===== src/rtl/instruction_fetch_unit.sv =====
// rtl/instruction_fetch_unit.sv - in-order instruction fetch with flush-aware response queue
module instruction_fetch_unit #(
  parameter int DEPTH = 4,
  parameter int WIDTH = 32
) (
  input  logic             clock,
  input  logic             reset_n,
  input  logic [WIDTH-1:0] pc_addr,
  input  logic             pc_flush,
  output logic             pc_stall,
  output logic             mem_req,
  output logic [WIDTH-1:0] mem_addr,
  input  logic             mem_gnt,
  input  logic             mem_rvalid,
  input  logic [WIDTH-1:0] mem_rdata,
  output logic             out_valid,
  output logic [WIDTH-1:0] out_instr,
  output logic [WIDTH-1:0] out_addr,
  input  logic             out_ready
);

  localparam int CW = $clog2(DEPTH + 1);
  localparam int PW = $clog2(DEPTH);

  // Outstanding requests, the stale subset of them, and queued instructions
  logic [CW-1:0] pending_q, pending_d;
  logic [CW-1:0] drop_q, drop_d;
  logic [CW-1:0] count_q, count_d;

  // Address FIFO pointers (pending requests) and instruction queue pointers
  logic [PW-1:0] af_wr_q, af_wr_d, af_rd_q, af_rd_d;
  logic [PW-1:0] iq_wr_q, iq_wr_d, iq_rd_q, iq_rd_d;

  logic [WIDTH-1:0] af_mem_q   [DEPTH];
  logic [WIDTH-1:0] iq_addr_q  [DEPTH];
  logic [WIDTH-1:0] iq_instr_q [DEPTH];

  logic [CW:0] used;
  logic        credit;
  logic        grant;
  logic        resp;
  logic        keep;
  logic        pop;

  // Request/response handshakes; the queue is ignored for credit on a flush since it is being cleared
  always_comb begin
    used      = {1'b0, pending_q} + (pc_flush ? '0 : {1'b0, count_q});
    credit    = used < (CW + 1)'(DEPTH);
    mem_req   = reset_n & credit;
    mem_addr  = pc_addr;
    grant     = mem_req & mem_gnt;
    pc_stall  = ~grant;
    resp      = reset_n & mem_rvalid & (pending_q != '0);
    keep      = resp & (drop_q == '0) & ~pc_flush;
    out_valid = (count_q != '0) & ~pc_flush & reset_n;
    pop       = out_valid & out_ready;
    out_instr = iq_instr_q[iq_rd_q];
    out_addr  = iq_addr_q[iq_rd_q];
  end

  // Next-state for counters and pointers; a flush marks every earlier grant stale (idempotent when held)
  always_comb begin
    pending_d = pending_q + CW'(grant) - CW'(resp);
    drop_d    = drop_q;
    if (pc_flush) begin
      drop_d = pending_q - CW'(resp);
    end else if (resp && (drop_q != '0)) begin
      drop_d = drop_q - CW'(1);
    end
    count_d = pc_flush ? '0 : (count_q + CW'(keep) - CW'(pop));
    af_wr_d = af_wr_q + PW'(grant);
    af_rd_d = af_rd_q + PW'(resp);
    iq_wr_d = iq_wr_q + PW'(keep);
    iq_rd_d = pc_flush ? iq_wr_q : (iq_rd_q + PW'(pop));
  end

  // Control state registers with synchronous reset
  always_ff @(posedge clock) begin
    if (!reset_n) begin
      pending_q <= '0;
      drop_q    <= '0;
      count_q   <= '0;
      af_wr_q   <= '0;
      af_rd_q   <= '0;
      iq_wr_q   <= '0;
      iq_rd_q   <= '0;
    end else begin
      pending_q <= pending_d;
      drop_q    <= drop_d;
      count_q   <= count_d;
      af_wr_q   <= af_wr_d;
      af_rd_q   <= af_rd_d;
      iq_wr_q   <= iq_wr_d;
      iq_rd_q   <= iq_rd_d;
    end
  end

  // Data storage: granted addresses, then {addr, instr} pairs for kept responses
  always_ff @(posedge clock) begin
    if (grant) begin
      af_mem_q[af_wr_q] <= pc_addr;
    end
    if (keep) begin
      iq_addr_q[iq_wr_q]  <= af_mem_q[af_rd_q];
      iq_instr_q[iq_wr_q] <= mem_rdata;
    end
  end

  // A response with nothing outstanding is a memory protocol error; it is ignored above
  assert property (@(posedge clock) disable iff (!reset_n) mem_rvalid |-> (pending_q != '0));

endmodule

===== config.mk =====
export PLATFORM = sky130hd
export DESIGN_NAME = instruction_fetch_unit
export DESIGN_NICKNAME = d
export VERILOG_FILES = /design/src/rtl/instruction_fetch_unit.sv
export SDC_FILE = /design/constraint.sdc
export NUM_CORES = 1
export LEC_CHECK = 0
export CELL_PAD_IN_SITES_DETAIL_PLACEMENT = 1
export CELL_PAD_IN_SITES_GLOBAL_PLACEMENT = 2
export CORE_ASPECT_RATIO = 1.25
export CORE_MARGIN = 5
export CORE_UTILIZATION = 49
export CTS_CLUSTER_DIAMETER = 60
export CTS_CLUSTER_SIZE = 12
export DETAILED_ROUTE_END_ITERATION = 8
export DONT_BUFFER_PORTS = 1
export PLACE_DENSITY = 0.76
export SYNTH_ARGS = -nofsm -noshare
export SYNTH_HDL_FRONTEND = slang
export SYNTH_SLANG_ARGS = --single-unit

===== constraint.sdc =====
create_clock -name clock -period 7.3 [get_ports clock]
set_clock_uncertainty 0.05 [all_clocks]
set_input_delay 0.365 -clock clock [delete_from_list [all_inputs] [get_ports clock]]
set_output_delay 0.365 -clock clock [all_outputs]
set_load 0.01 [all_outputs]

==> out/qor.txt, run 1 <==
Std-Cell Rows: 71
Sw frac: 21.08%
List of most frequent post-synthesis cells: edfxtp_1, mux4_2, buf_4
P_int: 3.749 mW
Top-count cell post-synth: edfxtp_1
Avg Synthesized Cell Area: 23.48 sq um
Critical path class: reg -> out
Hold_sp: pc_flush
I/O Buffers: 0
#FFs+latches synth: 401
Drt first pass iters: 4
Main area contributors after synthesis: edfxtp_1, mux4_2, dfxtp_1, buf_4, ha_1
Syn Std Cell Area: 15100 sq um
FF-to-FF setup slack: 4.23 ns
Clk buf depth: 3
Least-Margin Pin Slew: 1.057 ns
Number of flops mapped to enable cells by yosys: 384
Crit path max fanout: 36
Critical Path RT: 6.88 ns
Synth Net Count: 729
Crit path capture: out_addr[29]
R2R Path End: pending_q[2]$_SDFF_PN0_
Vias in the first global route: 7064
Via density: 5.603
Worst hold slack: 0.04580 ns
Pwr dens: 278.3 nW/um^2
Synth cell types: 34
Non-filler cells, final: 1113
Initial antenna violation count: 2
First-pass GRT wire length: 43430 um
CTS Buf Count: 39
Final core utilization: 56.34%
Critical Path AT: 2.76 ns
DP Area: 15340 sq um
CTS-repair resized insts: 0
Flop pwr share: 55.9%
Final Setup Violations: 0
Placed Cells: 996
Sequential share of the synthesized area: 78.63%
Critical Path Source: iq_rd_q[0]$_SDFF_PN0_
Core area: 30290 sq um
Share of layout cells above drive strength 1: 23.10%
Peak supply drop: 0.1988 mV
Gr usage total: 16.69%
Root Driver: clkbuf_16
Tcrit/Tclk final: 43.44%
Synth area leader: edfxtp_1
Leakage power: 5.297 nW
Comb pwr share: 7.3%
Via Count: 6236
I/O Pins: 169
Reg2reg path depth: 11
GRT overflow: 0
RSZ-0062 raised after global routing: no
# nets final: 788
Setup crit end kind: primary output
Top-area cell type share of the netlist area: 76.37%
Cells after Synth: 643
Die Area: 34450 sq um
RR Startpoint: count_q[2]$_SDFF_PP0_
YS warnings: 0
Routed WL: 28120 um
Pwr Total: 4.750 mW
Later-pin clock latency in the skew report: 0.54 ns
CTS tree: done
Clk pin slew, worst setup/hold paths: 0.06 ns
Worst setup margin: 4.129 ns
Starting Density: 49.84%
Startpoint types: flip-flop
Slew margin rel.: 29.51%
Largest net degree at the start of global routing: 66
Total of max-cap violations: 0
Worst min-delay path category: in -> reg
Die Y: 206.3 um
Post-Layout Inst Area: 17070 sq um
Fin. max-slew vios: 0
RD Place Congestion: 0.8069
Area delta synth->final: 13.04%
Post-CTS Hold Fix Bufs: 66
HPWL after DPL: 16510 um
TritonCTS Sinks: 401
Initial drt markers: 312
DP Worst Slack: 4.189 ns
Ys flop type: edfxtp_1
Post-CTS Setup Repair Bufs: 0
Final hold vios: 0
DRT antenna net count: 0
DRC errors left: 0
Switch Pwr: 1.001 mW
Clock share of power: 36.7%
Wire per inst: 25.27 um
Setup TNS Final: 0 ns
H-tree levels: 2
DIE WIDTH: 167.0 um
Tmin final: 3.171 ns
Synth async-reset ratio: 0%
Outcome: finished, final reports clean
Peak Freq: 0.3154 GHz
-- cells in the final DEF (no fill, tap or decap), types with 3 or more instances in the layout --
cell / instances
nor2_1: 4
dfxtp_1: 13
clkbuf_1: 6
xnor2_1: 5
inv_1: 12
dlygate4sd3_1: 66
edfxtp_1: 384
and2_1: 14
xor2_1: 4
nor3b_2: 3
mux4_2: 96
nor2b_1: 3
ha_1: 14
clkbuf_16: 39
buf_4: 8
nand2_1: 3
-- cells by family (layout without fill, tap and decap cells) --
group / Yosys count / count (layout) / synth area share (%)
other: 0 / 2 / 0
AOI/OAI and AO/OA: 8 / 8 / 0.4972
DFF: 401 / 401 / 78.63
and+or+nand+nor: 42 / 42 / 1.773
buffers and inverters: 70 / 137 / 2.768
muxes: 97 / 97 / 14.39
xor gates and xnor gates: 9 / 9 / 0.5220
adders and majority gates: 16 / 16 / 1.425
-- power groups by stage --
stage | registers [mW] | logic (mW) | clock network [mW]
floorplan | 2.70 | 0.260 | 0
detailed placement | 2.71 | 0.312 | 0
finish | 2.66 | 0.348 | 1.74
global placement | 2.70 | 0.298 | 0
global route | 2.66 | 0.384 | 1.90
CTS | 2.66 | 0.359 | 1.80
-- flip-flops by register name, summed over array words and instances (netlist names) --
register / cells
af_rd_q: 2
iq_rd_q: 2
iq_wr_q: 2
iq_addr_q: 128
af_wr_q: 2
drop_q: 3
count_q: 3
iq_instr_q: 128
pending_q: 3
af_mem_q: 128
-- how the worst min path moves through the flow --
stage,to,slack (ns),cells past startpoint
2_1_floorplan,af_mem_q[0][0]$_DFFE_PP_,0.41,0
5_1_grt,count_q[0]$_SDFF_PP0_,0.04,2
4_1_cts,count_q[0]$_SDFF_PP0_,0.02,2
6_report,count_q[2]$_SDFF_PP0_,0.05,2
3_3_place_gp,iq_instr_q[3][21]$_DFFE_PP_,0.41,0
3_5_place_dp,iq_instr_q[2][21]$_DFFE_PP_,0.41,0
-- worst max-delay path: stages, from the launching register on --
cell and delay, ns:
dfxtp_4 0.75, buf_4 0.75, mux4_2 0.67
-- metal layers --
metal | track usage, % | part of all wire (%) | up-vias
met3 | 3.692 | 4.9 | 37
met1 | 20.46 | 40 | 3330
met2 | 30.23 | 53 | 142
li1 | - | - | 2727
met5 | 0 | 0 | -
met4 | 4.355 | 1.9 | 0
-- layout make-up --
class                           instances  area, sq um
Inverter                               14        52.55
Clock inverter                          4        61.31
Antenna cell                            2        5.005
Sequential cell                       401        11880
Clock buffer                           45        998.5
Tap cell                              401        501.7
Timing Repair Buffer                   74        720.7
Fill cell                            2485        13230
Multi-Input combinational cell        172         2846
Note: power is estimated with default switching activity, not from simulation.
==> inputs of run 2 (changes only) <==
- clock period: 7.3 -> 3.1 ns (I/O delays scaled with it)
==> run 2 against run 1 <==
Effect of this change: setup slack got worse by 3.8 ns; power increased by 140%; wire length up 0.72%; combinational power is 140% higher; utilization is 0.64 points higher; sequential cell count is the same; critical path type is now reg -> reg.
==> out/qor.txt, run 2 (synthesis results as in run 1) <==
Most frequent CP cell: ha_1
CTS-repair resized insts: 0 (unchanged)
Fin. max-slew vios: 0 (unchanged)
Drt first pass iters: 4 (unchanged)
Via Count: 6353 (+1.9%)
Most common cell after layout, fill and taps aside: edfxtp_1
Starting Density: 49.84% (unchanged)
DIE WIDTH: 167.0 um (unchanged)
Area delta synth->final: 14.32%
Final core utilization: 56.98% (+0.64 points)
Root Driver: clkbuf_16
Tmin final: 2.793 ns
TritonCTS Sinks: 401 (unchanged)
Flop pwr share: 55.8% (about the same)
Final Setup Violations: 0 (unchanged)
Later-pin clock latency in the skew report: 0.53 ns (about the same)
Startpoint types: flip-flop
Critical Path RT: 3.46 ns (-3.42 ns)
Comb pwr share: 7.5% (+0.2 points)
RD Place Congestion: 0.7401 (-8.3%)
DP Area: 15530 sq um (+1.2%)
Least-Margin Pin Slew: 1.039 ns (-0.01840 ns)
Setup crit end kind: flip-flop
Setup TNS Final: 0 ns (unchanged)
Clock share of power: 36.7% (about the same)
Placed Cells: 1004 (+0.80%)
Share of layout cells above drive strength 1: 24.90% (+1.8 points)
First-pass GRT wire length: 44390 um (+2.2%)
Slew margin rel.: 30.73% (+1.2 points)
Via density: 5.667 (+1.1%)
Largest stage delay, worst path: 0.39 ns (-0.36 ns)
Largest net degree at the start of global routing: 66 (unchanged)
CTS Buf Count: 39 (unchanged)
Die Y: 206.3 um (unchanged)
Critical-path top delay cell: fa_1
DRT antenna net count: 0 (unchanged)
H-tree levels: 2 (unchanged)
Top delay family on crit path: adder cells
Critical-path cell list: nor2b_1, ha_1, nor4b_2, nand3_1, ha_1, inv_1, ha_1, fa_1, xor2_1, xnor2_1, and2_1
Tcrit/Tclk final: 90.11%
Sw frac: 20.76% (-0.31 points)
Most frequent cells in the layout: edfxtp_1, mux4_2, dlygate4sd3_1
DRC errors left: 0 (unchanged)
Gr usage total: 16.92% (+0.23 points)
Core area: 30290 sq um (unchanged)
Peak Freq: 0.3580 GHz
RSZ-0062 raised after global routing: no
Initial drt markers: 339 (+8.7%)
Peak supply drop: 0.4458 mV (+120%)
Worst min-delay path category: in -> reg
Wire per inst: 25.27 um (about the same)
Crit path max fanout: 3 (-92%)
Final hold vios: 0 (unchanged)
Largest regs: af_mem_q x128, iq_addr_q x128, iq_instr_q x128
Vias in the first global route: 7341 (+3.9%)
Post-Layout Inst Area: 17260 sq um (+1.1%)
I/O Pins: 169 (unchanged)
CTS tree: done
I/O Buffers: 0 (unchanged)
Total of max-cap violations: 0 (unchanged)
Die Area: 34450 sq um (unchanged)
Clk buf depth: 3 (unchanged)
Pwr dens: 652.0 nW/um^2 (+130%)
HPWL after DPL: 17490 um (+6.0%)
FILL cells: 2484 (-0.040%)
Clk pin slew, worst setup/hold paths: 0.06 ns (about the same)
GRT overflow: 0 (unchanged)
Critical Path AT: 3.15 ns (+0.39 ns)
Buffers & Inverters on Critical Path: 1 (unchanged)
Initial antenna violation count: 1 (-1)
# nets final: 797 (+1.1%)
Std-Cell Rows: 71 (unchanged)
Non-filler cells, final: 1121 (+0.72%)
Routed WL: 28330 um (+0.72%)
Switch Pwr: 2.337 mW (+130%)
P_int: 8.917 mW (+140%)
Critical path class: reg -> reg
Leakage power: 5.360 nW (+1.2%)
Outcome: finished, final reports clean
-- run 2: stage by stage --
step	setup WS, ns	power [mW]	hold WS (ns)
after floorplan	-0.1110	6.975	0.2039
after global placement	0.4439	7.084	0.2041
after detailed placement	0.3212	7.158	0.2041
after CTS	0.2519	11.44	0.07183
after global routing	0.07353	11.75	0.09409
final	0.3066	11.25	0.07499
-- run 2: path summary, 6_finish.rpt --
kind / to / cells past startpoint / from / slack (ns)
worst max-delay path: pending_q[2]$_SDFF_PN0_ / 11 / count_q[2]$_SDFF_PP0_ / 0.31
worst min-delay path: iq_rd_q[0]$_SDFF_PN0_ / 4 / out_ready / 0.07
worst max register to register: pending_q[2]$_SDFF_PN0_ / 11 / count_q[2]$_SDFF_PP0_ / 0.31
worst min register to register: count_q[2]$_SDFF_PP0_ / 2 / count_q[1]$_SDFF_PP0_ / 0.52
-- run 2: timing repair --
item | in CTS | in global routing
endpoints found under the hold margin | 273 | 0
setup endpoints to repair | 0 | 0
buffers inserted | 0 | 0
hold buffers | 67 | 0
-- run 2: power groups by stage --
stage / sequential, mW / combinational [mW] / clock [mW]
floorplan: 6.34 / 0.631 / 0
global placement: 6.38 / 0.702 / 0
detailed placement: 6.40 / 0.755 / 0
CTS: 6.29 / 0.870 / 4.28
global route: 6.30 / 0.929 / 4.52
finish: 6.28 / 0.843 / 4.13
-- run 2: final cells by class --
type,instances,area [sq um],area share [%]
Antenna cell,1,2.502,0.01450
Clock buffer,44,994.7,5.763
Clock inverter,5,61.31,0.3552
Inverter,14,52.55,0.3045
Multi-Input combinational cell,172,2898,16.79
Sequential cell,401,11880,68.85
Tap cell,401,501.7,2.907
Timing Repair Buffer,83,865.8,5.016
-- run 2: per-layer routing --
layer / vias to the layer above / routed length [um] / global-route usage, %
li1: 2757 / - / -
met1: 3375 / 11010 / 20.80
met2: 187 / 14830 / 29.88
met3: 34 / 2013 / 4.438
met4: 0 / 476 / 4.735
met5: - / 0 / 0
-- run 2: tightest hold or removal path, delay by kind of cell --
kind / cells / cell delay, ns
mux: 1 / 0.07
fa+ha+maj: 1 / 0.14
simple gates: 2 / 0.23
